`src/rtl/sd_crc16_multi_pkg.sv`:
```
// Shared types, constants and the CRC-16 bit-step helper for the multi-lane SD CRC engine.
package sd_crc_pkg;

    localparam int unsigned CRC_W = 16;
    localparam logic [CRC_W-1:0] CRC16_CCITT_POLY = 16'h1021;

    typedef enum logic [1:0] {IDLE, DATA, TAIL, FIN} sd_crc_state_t;
    typedef logic [CRC_W-1:0] crc16_t;

    // Per-lane register command, decoded once by the FSM and broadcast to every lane
    typedef struct packed {
        logic clr;
        logic upd;
        logic shift;
    } lane_ctrl_t;

    function automatic crc16_t crc16_step(input crc16_t crc, input logic din, input crc16_t poly);
        crc16_t nxt;
        nxt = {crc[CRC_W-2:0], 1'b0};
        if (din ^ crc[CRC_W-1]) begin
            nxt = nxt ^ poly;
        end
        return nxt;
    endfunction

endpackage

```
`src/rtl/sd_crc16_multi_if.sv`:
```
// Block-control and data-path bus of sd_crc16_multi.
// Optional ERR_CNT signal present only when SD_CRC_ERR_CNT_EN is defined.
interface sd_crc16_multi_if #(
    parameter int unsigned LANES = 4
);
    logic                  START;
    logic                  MODE;
    logic                  ABORT;
    logic                  ENABLE;
    logic [LANES-1:0]      DIN;
    logic [LANES-1:0]      CRC_OUT;
    logic                  CRC_OUT_VALID;
    logic                  BUSY;
    logic                  DONE;
    logic [LANES-1:0]      CRC_ERR;
    logic [LANES*16-1:0]   CRC;
`ifdef SD_CRC_ERR_CNT_EN
    logic [7:0]            ERR_CNT;
`endif

    modport slave (
        input  START, MODE, ABORT, ENABLE, DIN,
`ifdef SD_CRC_ERR_CNT_EN
        output ERR_CNT,
`endif
        output CRC_OUT, CRC_OUT_VALID, BUSY, DONE, CRC_ERR, CRC
    );

    modport master (
        output START, MODE, ABORT, ENABLE, DIN,
`ifdef SD_CRC_ERR_CNT_EN
        input  ERR_CNT,
`endif
        input  CRC_OUT, CRC_OUT_VALID, BUSY, DONE, CRC_ERR, CRC
    );

endinterface

```
`src/rtl/sd_crc16_multi_lane.sv`:
```
// One DAT lane's CRC-16 register: clear, absorb one bit, or shift out zero-filled.
module sd_crc16_lane
    import sd_crc_pkg::*;
#(
    parameter crc16_t POLY = CRC16_CCITT_POLY
) (
    input  logic       CLK,
    input  logic       RST,
    input  lane_ctrl_t ctrl_i,
    input  logic       din_i,
    output crc16_t     crc_o
);

    crc16_t crc_q;
    crc16_t crc_d;

    always_comb begin
        crc_d = crc_q;
        if (ctrl_i.clr) begin
            crc_d = '0;
        end else if (ctrl_i.upd) begin
            crc_d = crc16_step(crc_q, din_i, POLY);
        end else if (ctrl_i.shift) begin
            crc_d = {crc_q[CRC_W-2:0], 1'b0};
        end
    end

    always_ff @(posedge CLK or posedge RST) begin
        if (RST) begin
            crc_q <= '0;
        end else begin
            crc_q <= crc_d;
        end
    end

    assign crc_o = crc_q;

endmodule

```
`src/rtl/sd_crc16_multi.sv`:
```
// Multi-lane block-framed CRC-16 engine: generate (shift CRC out) or check (residue) per block.
// Optional error counter output enabled by defining SD_CRC_ERR_CNT_EN.
module sd_crc16_multi
    import sd_crc_pkg::*;
#(
    parameter int unsigned LANES   = 4,
    parameter int unsigned BLK_LEN = 1024,
    parameter crc16_t      POLY    = CRC16_CCITT_POLY
) (
    input  logic              CLK,
    input  logic              RST,
    sd_crc16_multi_if.slave   bus
);

    // The tail phase counts to 15, so the counter never drops below 4 bits
    localparam int unsigned CNT_RAW   = $clog2(BLK_LEN + 1);
    localparam int unsigned CNT_W     = (CNT_RAW > 4) ? CNT_RAW : 4;
    localparam int unsigned TAIL_LAST = CRC_W - 1;

    sd_crc_state_t        state_q, state_d;
    logic [CNT_W-1:0]     cnt_q, cnt_d;
    logic                 mode_q, mode_d;
    logic [LANES-1:0]     err_q, err_d;
    logic                 busy_q, done_q, valid_q;
    lane_ctrl_t           ctrl;
    logic [LANES*CRC_W-1:0] crc_w;
    logic [LANES-1:0]     msb_w;

    for (genvar g = 0; g < LANES; g++) begin : g_lane
        sd_crc16_lane #(.POLY(POLY)) u_lane (
            .CLK    (CLK),
            .RST    (RST),
            .ctrl_i (ctrl),
            .din_i  (bus.DIN[g]),
            .crc_o  (crc_w[g*CRC_W +: CRC_W])
        );
        assign msb_w[g] = crc_w[g*CRC_W + CRC_W - 1];
    end

    // Next-state, counter and lane command decode; ABORT overrides everything
    always_comb begin
        state_d = state_q;
        cnt_d   = cnt_q;
        mode_d  = mode_q;
        err_d   = err_q;
        ctrl    = '0;

        if (bus.ABORT) begin
            state_d = IDLE;
            cnt_d   = '0;
            err_d   = '0;
        end else begin
            case (state_q)
                IDLE: begin
                    if (bus.START) begin
                        mode_d   = bus.MODE;
                        ctrl.clr = 1'b1;
                        cnt_d    = '0;
                        err_d    = '0;
                        state_d  = DATA;
                    end
                end
                DATA: begin
                    if (bus.ENABLE) begin
                        ctrl.upd = 1'b1;
                        if (cnt_q == CNT_W'(BLK_LEN - 1)) begin
                            cnt_d   = '0;
                            state_d = TAIL;
                        end else begin
                            cnt_d = cnt_q + CNT_W'(1);
                        end
                    end
                end
                TAIL: begin
                    if (bus.ENABLE) begin
                        ctrl.upd   = mode_q;
                        ctrl.shift = ~mode_q;
                        if (cnt_q == CNT_W'(TAIL_LAST)) begin
                            cnt_d   = '0;
                            state_d = FIN;
                            // Residue after absorbing the received CRC must be zero
                            if (mode_q) begin
                                for (int i = 0; i < LANES; i++) begin
                                    err_d[i] = (crc16_step(crc_w[i*CRC_W +: CRC_W],
                                                           bus.DIN[i], POLY) != '0);
                                end
                            end
                        end else begin
                            cnt_d = cnt_q + CNT_W'(1);
                        end
                    end
                end
                FIN: begin
                    cnt_d   = '0;
                    state_d = IDLE;
                end
                default: begin
                    cnt_d   = '0;
                    state_d = IDLE;
                end
            endcase
        end
    end

    always_ff @(posedge CLK or posedge RST) begin
        if (RST) begin
            state_q <= IDLE;
        end else begin
            state_q <= state_d;
        end
    end

    // Status outputs are registered from the next state so they align with state_q
    always_ff @(posedge CLK or posedge RST) begin
        if (RST) begin
            cnt_q   <= '0;
            mode_q  <= 1'b0;
            err_q   <= '0;
            busy_q  <= 1'b0;
            done_q  <= 1'b0;
            valid_q <= 1'b0;
        end else begin
            cnt_q   <= cnt_d;
            mode_q  <= mode_d;
            err_q   <= err_d;
            busy_q  <= (state_d == DATA) || (state_d == TAIL);
            done_q  <= (state_d == FIN);
            valid_q <= (state_d == TAIL) && !mode_d;
        end
    end

`ifdef SD_CRC_ERR_CNT_EN
    logic [7:0] err_cnt_q;

    // Saturating count of failed check-mode blocks; only RST clears it
    always_ff @(posedge CLK or posedge RST) begin
        if (RST) begin
            err_cnt_q <= '0;
        end else if ((state_q == FIN) && mode_q && (|err_q) && (err_cnt_q != 8'hFF)) begin
            err_cnt_q <= err_cnt_q + 8'(1);
        end
    end

    assign bus.ERR_CNT = err_cnt_q;
`endif

    assign bus.CRC_OUT       = valid_q ? msb_w : '0;
    assign bus.CRC_OUT_VALID = valid_q;
    assign bus.BUSY          = busy_q;
    assign bus.DONE          = done_q;
    assign bus.CRC_ERR       = err_q;
    assign bus.CRC           = crc_w;

endmodule

```
`src/flat_wrapper.sv`:
```
// flat-port wrapper written by rule: the top's interface ports become plain ports
module sd_crc16_multi_flat import sd_crc_pkg::*;
#(
    parameter int unsigned LANES   = 4,
    parameter int unsigned BLK_LEN = 1024,
    parameter crc16_t      POLY    = CRC16_CCITT_POLY
)
  (CLK, RST, bus_START, bus_MODE, bus_ABORT, bus_ENABLE, bus_DIN, bus_CRC_OUT, bus_CRC_OUT_VALID, bus_BUSY, bus_DONE, bus_CRC_ERR, bus_CRC);
  sd_crc16_multi_if #(.LANES(LANES)) bus_i ();
  input  logic CLK;
  input  logic RST;
  input wire logic [$bits(bus_i.START)-1:0] bus_START;
  input wire logic [$bits(bus_i.MODE)-1:0] bus_MODE;
  input wire logic [$bits(bus_i.ABORT)-1:0] bus_ABORT;
  input wire logic [$bits(bus_i.ENABLE)-1:0] bus_ENABLE;
  input wire logic [$bits(bus_i.DIN)-1:0] bus_DIN;
  output wire logic [$bits(bus_i.CRC_OUT)-1:0] bus_CRC_OUT;
  output wire logic [$bits(bus_i.CRC_OUT_VALID)-1:0] bus_CRC_OUT_VALID;
  output wire logic [$bits(bus_i.BUSY)-1:0] bus_BUSY;
  output wire logic [$bits(bus_i.DONE)-1:0] bus_DONE;
  output wire logic [$bits(bus_i.CRC_ERR)-1:0] bus_CRC_ERR;
  output wire logic [$bits(bus_i.CRC)-1:0] bus_CRC;
  assign bus_i.START = bus_START;
  assign bus_i.MODE = bus_MODE;
  assign bus_i.ABORT = bus_ABORT;
  assign bus_i.ENABLE = bus_ENABLE;
  assign bus_i.DIN = bus_DIN;
  assign bus_CRC_OUT = bus_i.CRC_OUT;
  assign bus_CRC_OUT_VALID = bus_i.CRC_OUT_VALID;
  assign bus_BUSY = bus_i.BUSY;
  assign bus_DONE = bus_i.DONE;
  assign bus_CRC_ERR = bus_i.CRC_ERR;
  assign bus_CRC = bus_i.CRC;
  sd_crc16_multi #(.LANES(LANES), .BLK_LEN(BLK_LEN), .POLY(POLY)) u_core (.CLK(CLK), .RST(RST), .bus(bus_i));
endmodule
```
`config.mk`:
```
export PLATFORM = sky130hd
export DESIGN_NAME = sd_crc16_multi_flat
export DESIGN_NICKNAME = d
export VERILOG_FILES = /design/src/rtl/sd_crc16_multi_pkg.sv /design/src/rtl/sd_crc16_multi_if.sv /design/src/rtl/sd_crc16_multi_lane.sv /design/src/rtl/sd_crc16_multi.sv /design/src/flat_wrapper.sv
export SDC_FILE = /design/constraint.sdc
export NUM_CORES = 1
export LEC_CHECK = 0
export ABC_CLOCK_PERIOD_IN_PS = 2600
export BUFFER_PORTS_ARGS = -buffer_cell sky130_fd_sc_hd__buf_2
export CAP_MARGIN = 20
export CORE_MARGIN = 3
export CORE_UTILIZATION = 49
export DETAILED_ROUTE_END_ITERATION = 16
export PLACE_DENSITY = 0.86
export SLEW_MARGIN = 15
export SYNTH_ARGS = -nofsm -noshare
export SYNTH_HDL_FRONTEND = slang
export SYNTH_SLANG_ARGS = --single-unit
```
`constraint.sdc`:
```
create_clock -name CLK -period 2.6 [get_ports CLK]
set_input_delay 0.39 -clock CLK [delete_from_list [all_inputs] [get_ports CLK]]
set_output_delay 0.39 -clock CLK [all_outputs]
set_load 0.1 [all_outputs]
```
==> summary.txt, run 1 <==
Status: finished clean
Vias in the first global route: 3,224
TritonRoute pass-1 iters: 5
Met1 WL: 4.177 mm
Drt initial violations: 311
Fin. Hold Viols: 0
Antenna Cells: 0
Post-DRT Antenna Nets: 0
Synth area leaders: dfrtp_1 (53%), nand2_1 (12%), a21oi_1 (7.4%)
PwrDens: 524.3 mW/mm²
Syn_area_per_cell: 9.131 µm²
Mapped Nets: 452
Final net count: 536
Slew HR: 0.5638
Mapped Cells: 436
Post-CTS setup buffers: 0
Worst reg2reg startpoint: u_core.state_q[0]
Final TNS setup: 0 ns
Core area: 0.007807 mm²
DRC viols: 0
Die area: 0.009243 mm²
I/O Buffers: 84
Critical Setup Path Class: reg -> reg
Routed Wire Length: 9.721 mm
Final core area utilization: 0.6066
GRT overflow: 0
Share of cells above drive strength 1: 0.2419
Yosys reg bits: 85
Capture point of the worst reg-to-reg path: u_core.g_lane[2].u_lane.crc_o[12]
Clk slew on worst S/H paths: 0.09 ns
Top-count cell post-synth: nand2_1
Initial antenna violation count: 0
CTS max path bufs: 2
CTS H-tree depth: 3
Avg WL per Cell: 15.50 µm
Vias: 3,567
Max Cap Viol: 0
Fmax: 436.9 MHz
Wire length on met2: 4.676 mm
First-pass GRT wire length: 15.66 mm
Final worst path period share: 0.8804
Min Tclk post-route: 2.289 ns
Largest net degree at the start of global routing: 54
Setup slack, reg-to-reg: 0.31 ns
# rows: 32
Tot GR Track Use: 0.2177
Area leader, netlist: dfrtp_1
Top cell type's share of synthesized area: 0.5343
Final Skew: 0.01171 ns
Total power: 2.483 mW
WP data arrival: 2.54 ns
DPL Wire Length: 6.932 mm
Max Slew Vio Count: 0
Post-synth EDFFs: 0
Worst-Skew Late Latency: 0.35 ns
Die width: 96.14 µm
RSZ-0062 raised after global routing: false
Hold_buf cts: 0
Post-synthesis async set-or-reset flop share: 1.000
Met3 wire length: 678 µm
CTS tree: done
Worst min path class: in -> async
Sequential area share after synthesis: 0.5343
CTS sink count: 85
Layout fillers: 679
Cts repair resizes: 0
Worst-path maximum fanout: 23
Number of clock buffers inserted by TritonCTS: 9
Critical path launch point type: flop
Setup crit end kind: flop
P_leak: 2.352 nW
Root Buffer: clkbuf_8
Ys flop type: dfrtp_1
DIE HEIGHT: 96.14 µm
Yosys warning count: 0
Top-Level Pins: 85
Starting Density: 0.5099
# setup viols final: 0
Peak supply drop: 0.0003148 V
Gpl congestion: 0.7803
Distinct cells, synth: 45
Post-synth top cells: nand2_1 (124), dfrtp_1 (85), a21oi_1 (59)
Cell Area, Synth: 0.003981 mm²
Tightest Pin Transition: 0.6528 ns
Vias per inst: 5.689
Top sig layer: met4
Reg2Reg Depth: 7
Synthesis-to-finish area growth: 18.95%
WP data required: 2.86 ns
==> kinds of logic after synthesis <==
group / share of synthesized area
AOI/OAI and AO/OA: 0.1565
xor gates and xnor gates: 0.02640
adders and majority gates: 0.01886
buffers and inverters: 0.03174
DFF: 0.5343
and+or+nand+nor: 0.2322
==> where the power goes <==
part	switching, mW	total, mW	internal, mW	leakage, nW
Clock	0.494	0.844	0.350	0.0820
Combinational	0.222	0.284	0.0622	1.09
Sequential	0.0168	1.36	1.34	1.18
Total	0.732	2.48	1.75	2.35
==> metrics by stage <==
| step | hold slack [ns] | instance area (µm²) | cells | setup slack (ns) |
|---|---|---|---|---|
| floorplan | 0.4571 | 3981 | 436 | 0.01650 |
| global placement | 0.4661 | 4562 | 611 | 0.4895 |
| detailed placement | 0.4692 | 4562 | 611 | 0.3337 |
| CTS | 0.08267 | 4736 | 627 | 0.3304 |
| global route | 0.1035 | 4736 | 627 | 0.1460 |
| finish | 0.07015 | 4736 | 627 | 0.3109 |
==> layout by cell type, fill, tap and decap left out, types with 3 or more instances in the layout <==
cell,count
a211oi_1,9
a21o_1,3
a21oi_1,58
a22o_2,4
and2_1,6
and2_2,4
and3_1,4
buf_12,3
buf_2,84
buf_4,7
clkbuf_8,9
clkinv_2,3
clkinvlp_4,3
dfrtp_1,85
ha_1,6
inv_1,6
nand2_1,124
nand3_1,8
nor2_1,19
nor2b_1,3
nor3_1,11
nor4_1,12
o21ai_0,9
o2bb2ai_1,4
xnor2_1,8
xor2_1,4
==> state kept, by name (all words and copies together) (netlist names) <==
| name | count |
|---|---|
| u_core.bus.CRC_ERR | 4 |
| u_core.cnt_q | 11 |
| u_core.bus.CRC_OUT_VALID | 1 |
| u_core.mode_q | 1 |
| u_core.bus.BUSY | 1 |
| u_core.state_q | 2 |
| u_core.g_lane.u_lane.crc_o | 64 |
| u_core.bus.DONE | 1 |
==> routing by layer <==
metal | global-route usage | vias to the layer above
met5 | 0 | -
met4 | 0.07820 | 0
met3 | 0.04926 | 19
met2 | 0.3272 | 140
met1 | 0.3086 | 1737
li1 | - | 1671
==> final cells by class <==
| cell class | instances | area (µm²) | share of cell area |
|---|---|---|---|
| Clock buffer | 9 | 123.9 | 0.02616 |
| Clock inverter | 7 | 50.05 | 0.01057 |
| Inverter | 7 | 27.53 | 0.005812 |
| Multi-Input combinational cell | 323 | 1747 | 0.3688 |
| Sequential cell | 85 | 2127 | 0.4491 |
| Tap cell | 102 | 127.6 | 0.02695 |
| Timing Repair Buffer | 94 | 533.0 | 0.1125 |
==> critical path, stage by stage (launching register included) <==
cell,delay (ns)
dfrtp_1,0.41
inv_1,0.12
ha_1,0.29
o21ai_0,0.25
a21oi_4,0.61
buf_12,0.23
nor2_1,0.05
a211oi_1,0.23
==> worst max-delay path by stage <==
stage	endpoint	depth (start not counted)	slack (ns)	startpoint
after global placement	u_core.g_lane[2].u_lane.crc_o[5]	7	0.49	u_core.state_q[1]
after global routing	u_core.bus.CRC_OUT_VALID	9	0.15	u_core.cnt_q[0]
after CTS	u_core.g_lane[2].u_lane.crc_o[12]	7	0.33	u_core.state_q[0]
after floorplan	u_core.bus.BUSY	1	0.02	RST
final	u_core.g_lane[2].u_lane.crc_o[12]	7	0.31	u_core.state_q[0]
after detailed placement	u_core.g_lane[2].u_lane.crc_o[12]	7	0.33	u_core.state_q[0]
Note: power is estimated with default switching activity, not from simulation.
==> run 2: changes to the inputs <==
--- a/config.mk
+++ b/config.mk
@@ -11,7 +11,7 @@
 export CORE_MARGIN = 3
 export CORE_UTILIZATION = 49
 export DETAILED_ROUTE_END_ITERATION = 16
-export PLACE_DENSITY = 0.86
+export PLACE_DENSITY = 0.76
 export SLEW_MARGIN = 15
 export SYNTH_ARGS = -nofsm -noshare
 export SYNTH_HDL_FRONTEND = slang
==> run 2 against run 1 <==
Against the previous run: register-to-register slack improved by 0.11 ns; maximum frequency increased by 5.3%; final area increased by 0.58%; routed wire length decreased by 3.2%; largest cell class unchanged; die area unchanged; critical path depth increased by 1; first-iteration DRC count decreased by 46%; worst hold slack improved by 0.0077 ns; critical endpoint is now u_core.bus.BUSY; highest routed layer unchanged.
==> summary.txt, run 2 (synthesis gave the netlist of run 1 again) <==
Peak supply drop: 0.0002607 V
Avg WL per Cell: 15.04 µm
DPL Wire Length: 6.547 mm
Worst-path maximum fanout: 5
Tightest Pin Transition: 0.6353 ns
Multi-input logic area: 0.001748 mm²
Clk slew on worst S/H paths: 0.08 ns
Total power: 2.643 mW
CTS H-tree depth: 3
Final Skew: 0.01156 ns
FF+latch area: 0.002127 mm²
Final worst path period share: 0.8364
TritonRoute pass-1 iters: 4
Worst-Skew Late Latency: 0.36 ns
Setup crit end kind: flop
Cells along the critical path: ha_1 -> and4b_1 -> nand3_2 -> o311ai_0 -> o31ai_1 -> or2_1 -> ha_1 -> inv_1
Drt initial violations: 168
Gpl congestion: 0.8688
Most common cell on crit path: ha_1
CTS sink count: 85
Max FFs per register: 64
Fmax: 459.8 MHz
Top-Level Pins: 85
Reg2Reg Depth: 8
PwrDens: 554.8 mW/mm²
DRC viols: 0
Initial antenna violation count: 0
Final TNS setup: 0 ns
Post-CTS setup buffers: 0
Commonest non-fill, non-tap cells in the layout: nand2_1 (124), dfrtp_1 (85), buf_2 (84)
Setup slack, reg-to-reg: 0.43 ns
Vias in the first global route: 3,088
GRT overflow: 0
Layout fillers: 698
Crit-path slowest cell: dfrtp_1
Number of clock buffers inserted by TritonCTS: 9
First-pass GRT wire length: 14.85 mm
# rows: 32
Cts repair resizes: 0
Most common cell after layout, fill and taps aside: nand2_1
Post-DRT Antenna Nets: 0
Routed Wire Length: 9.412 mm
WP data arrival: 2.42 ns
# setup viols final: 0
RSZ-0062 raised after global routing: false
DIE HEIGHT: 96.14 µm
Fin. Hold Viols: 0
Share of cells above drive strength 1: 0.2424
Starting Density: 0.5099
Vias: 3,402
Synthesis-to-finish area growth: 19.64%
I/O Buffers: 84
Die width: 96.14 µm
Hold_buf cts: 0
Tot GR Track Use: 0.2075
Core area: 0.007807 mm²
Worst reg2reg startpoint: u_core.cnt_q[0]
Final net count: 535
Antenna Cells: 0
Max Slew Vio Count: 0
Slew HR: 0.5765
Capture point of the worst reg-to-reg path: u_core.bus.BUSY
Vias per inst: 5.435
Largest net degree at the start of global routing: 48
P_leak: 2.372 nW
CTS tree: done
Worst min path class: in -> async
Die area: 0.009243 mm²
Largest stage delay, worst path: 0.39 ns
WP data required: 2.85 ns
Status: finished clean
Min Tclk post-route: 2.175 ns
CTS max path bufs: 2
Critical Setup Path Class: reg -> reg
Max Cap Viol: 0
Critical path launch point type: flop
Root Buffer: clkbuf_8
[run 2: cell count changes in the layout (fill, tap and decap cells not counted), sizes merged]
cell | previous run | this run
buf | 94 | 93
clkbuf | 9 | 12
clkinvlp | 3 | 1
bufinv | 0 | 1
inv | 8 | 6
[run 2: power by group]
part           switching (mW)  internal (mW)  total (mW)
logic                   0.221         0.0633       0.284
registers              0.0171           1.34        1.36
clock network           0.477          0.526        1.00
total                   0.715           1.93        2.64
[run 2: worst max path at each step]
stage / from / endpoint / slack (ns) / depth (start not counted)
after global routing: u_core.state_q[0] / u_core.cnt_q[8] / 0.27 / 7
after CTS: u_core.cnt_q[0] / u_core.bus.BUSY / 0.45 / 8
after global placement: u_core.state_q[1] / u_core.cnt_q[8] / 0.54 / 7
after floorplan: RST / u_core.bus.BUSY / 0.02 / 1
final: u_core.cnt_q[0] / u_core.bus.BUSY / 0.43 / 8
after detailed placement: u_core.state_q[1] / u_core.cnt_q[8] / 0.46 / 7
[run 2: worst max-delay path, delay by kind of cell, from the launching register on]
family | cells | cell delay (ns)
AND/OR/NAND/NOR | 3 | 0.63
AO/OA/AOI/OAI | 2 | 0.55
adder cells (fa/ha/maj) | 2 | 0.47
flip-flops | 1 | 0.39
buffers and inverters | 1 | 0.04
[run 2: area by class of cell]
class	count	share of cell area
clock buffers	12	0.03467
clock inverters	4	0.01156
inverters	7	0.005779
multi-input cells	323	0.3670
flip-flops and latches	85	0.4465
well taps	102	0.02679
repair buffers	93	0.1077
[run 2: layer usage]
layer	global-route usage	part of all wire	vias to the layer above
met5	0	0	-
met2	0.3209	0.47	78
li1	-	-	1666
met1	0.2841	0.46	1642
met3	0.04066	0.045	16
met4	0.08768	0.020	0
[run 2: through the flow]
stage,worst slack [ns],hold WS (ns),instances,cell area [µm²],util
final,0.4253,0.07788,626,4763,0.6101
after global routing,0.2692,0.1283,626,4763,0.6101
after CTS,0.4542,0.09649,626,4763,0.6101
after detailed placement,0.4550,0.4838,610,4543,0.5819
after global placement,0.5372,0.4699,610,4543,0.5819
after floorplan,0.01650,0.4571,436,3981,-
==> run 3: changes to the inputs <==
--- a/config.mk
+++ b/config.mk
@@ -5,13 +5,13 @@
 export SDC_FILE = /design/constraint.sdc
 export NUM_CORES = 1
 export LEC_CHECK = 0
-export ABC_CLOCK_PERIOD_IN_PS = 2600
+export ABC_CLOCK_PERIOD_IN_PS = 2150
 export BUFFER_PORTS_ARGS = -buffer_cell sky130_fd_sc_hd__buf_2
 export CAP_MARGIN = 20
 export CORE_MARGIN = 3
-export CORE_UTILIZATION = 49
+export CORE_UTILIZATION = 54
 export DETAILED_ROUTE_END_ITERATION = 16
-export PLACE_DENSITY = 0.76
+export PLACE_DENSITY = 0.79
 export SLEW_MARGIN = 15
 export SYNTH_ARGS = -nofsm -noshare
 export SYNTH_HDL_FRONTEND = slang
==> constraint.sdc (replaced) <==
create_clock -name CLK -period 2.15 [get_ports CLK]
set_input_delay 0.3225 -clock CLK [delete_from_list [all_inputs] [get_ports CLK]]
set_output_delay 0.3225 -clock CLK [all_outputs]
set_load 0.1 [all_outputs]
==> run 3 against run 2 <==
Against the previous run: worst hold slack gained 0.18 ns; clock power grew 11%; sequential cell count is the same; utilization grew 7.9 points; critical endpoint is now u_core.bus.CRC_OUT_VALID.
==> summary.txt, run 3 (synthesis gave the netlist of run 1 again) <==
Status: finished clean
Commonest non-fill, non-tap cells in the layout: nand2_1 (124), dfrtp_1 (85), buf_2 (84)
Most common cell after layout, fill and taps aside: nand2_1
Worst min path class: in -> reg
CTS H-tree depth: 3
Initial antenna violation count: 0
WHS Path Cells: 3
Critical path launch point type: flop
Drt initial violations: 299
Max Cap Viol: 0
Clk slew on worst S/H paths: 0.09 ns
Number of clock buffers inserted by TritonCTS: 9
Worst-Skew Late Latency: 0.35 ns
Setup crit end kind: flop
CTS max path bufs: 2
Tightest Pin Transition: 0.5883 ns
Critical Setup Path Class: reg -> reg
Vias: 3,561
PwrDens: 645.0 mW/mm²
RSZ-0062 raised after global routing: true
Final net count: 538
Post-DRT Antenna Nets: 0
DIE HEIGHT: 91.87 µm
Slew HR: 0.6037
Setup slack, reg-to-reg: 0.04 ns
Die width: 91.87 µm
Reg2Reg Depth: 9
TritonRoute pass-1 iters: 5
Post-DP Area: 0.004567 mm²
Die area: 0.008439 mm²
GRT overflow: 0
I/O Buffers: 84
M1 GR Usage: 0.3335
Setup slack at placement: 0.04735 ns
DPL Wire Length: 6.526 mm
Gpl congestion: 0.8957
CTS sink count: 85
Max Slew Vio Count: 0
CTS tree: done
Top-Level Pins: 85
P_leak: 2.377 nW
Share of cells above drive strength 1: 0.2486
# rows: 30
Worst-path maximum fanout: 4
WP data required: 2.44 ns
WP data arrival: 2.40 ns
GR peak layer: met2
First-pass GRT wire length: 16.22 mm
Root Buffer: clkbuf_8
Vias in the first global route: 3,286
Core area: 0.006982 mm²
Final instance area: 0.004811 mm²
Peak supply drop: 0.0003626 V
Avg WL per Cell: 15.71 µm
Fin. Hold Viols: 0
Met2 Track Usage GR: 0.3680
Min Tclk post-route: 2.113 ns
# setup viols final: 0
Fmax: 473.2 MHz
Antenna Cells: 0
Routed Wire Length: 9.785 mm
Worst Hold Slack: 0.2565 ns
Synthesis-to-finish area growth: 20.84%
Largest net degree at the start of global routing: 70
DRC viols: 0
Tot GR Track Use: 0.2388
Total power: 3.103 mW
Met3 Usage GRT: 0.06153
Starting Density: 0.5703
Final worst setup slack: 0.03662 ns
Max FFs per register: 64
Vias per inst: 5.716
Final TNS setup: 0 ns
Final Skew: 0.008497 ns
Final worst path period share: 0.9830
[run 3: repair_timing]
action / in CTS / in global routing
hold buffers: 1 / 0
buffers inserted: 0 / 3
pin swaps: 0 / 3
resized for setup: 2 / 4
setup endpoints to repair: 2 / 58
endpoints found under the hold margin: 16 / 0
[run 3: cell type report]
cell class                      count  area (µm²)
Clock buffer                       10       127.6
Clock inverter                      6       63.81
Fill cell                         576        2171
Inverter                            7       30.03
Multi-Input combinational cell    323        1767
Sequential cell                    85        2127
Tap cell                           96       120.1
Timing Repair Buffer               96       575.6
[run 3: power breakdown]
| group | leakage (nW) | switching, mW | total [mW] | internal [mW] |
|---|---|---|---|---|
| combinational | 1.10 | 0.272 | 0.353 | 0.0809 |
| clock | 0.0923 | 0.574 | 1.11 | 0.535 |
| sequential | 1.18 | 0.0217 | 1.64 | 1.62 |
| total | 2.38 | 0.868 | 3.10 | 2.23 |
[run 3: routing by layer]
| metal | up-vias | wire length [µm] |
|---|---|---|
| met2 | 138 | 4658 |
| met1 | 1739 | 4302 |
| li1 | 1671 | - |
| met5 | - | 0 |
| met3 | 13 | 704 |
| met4 | 0 | 119 |
[run 3: worst paths after layout]
kind / startpoint / endpoint
max in group asynchronous: RST / u_core.g_lane[3].u_lane.crc_o[2]
setup reg to reg: u_core.cnt_q[0] / u_core.bus.CRC_OUT_VALID
hold reg to reg: u_core.bus.CRC_ERR[0] / u_core.bus.CRC_ERR[0]
min in group asynchronous: RST / u_core.bus.CRC_OUT_VALID
setup / recovery: u_core.cnt_q[0] / u_core.bus.CRC_OUT_VALID
hold / removal: bus_MODE / u_core.mode_q
[run 3: critical path, cell delays in order, from the launching register on]
cell	delay (ns)
dfrtp_1	0.39
ha_2	0.20
and3_1	0.23
nand4_1	0.19
o211a_1	0.26
o31ai_1	0.29
or2_1	0.18
ha_1	0.17
inv_1	0.05
nor2_1	0.08
[run 3: through the flow]
step | util | instances
finish | 0.6891 | 623
global route | 0.6891 | 623
CTS | 0.6837 | 620
detailed placement | 0.6541 | 603
global placement | 0.6541 | 603
floorplan | - | 436
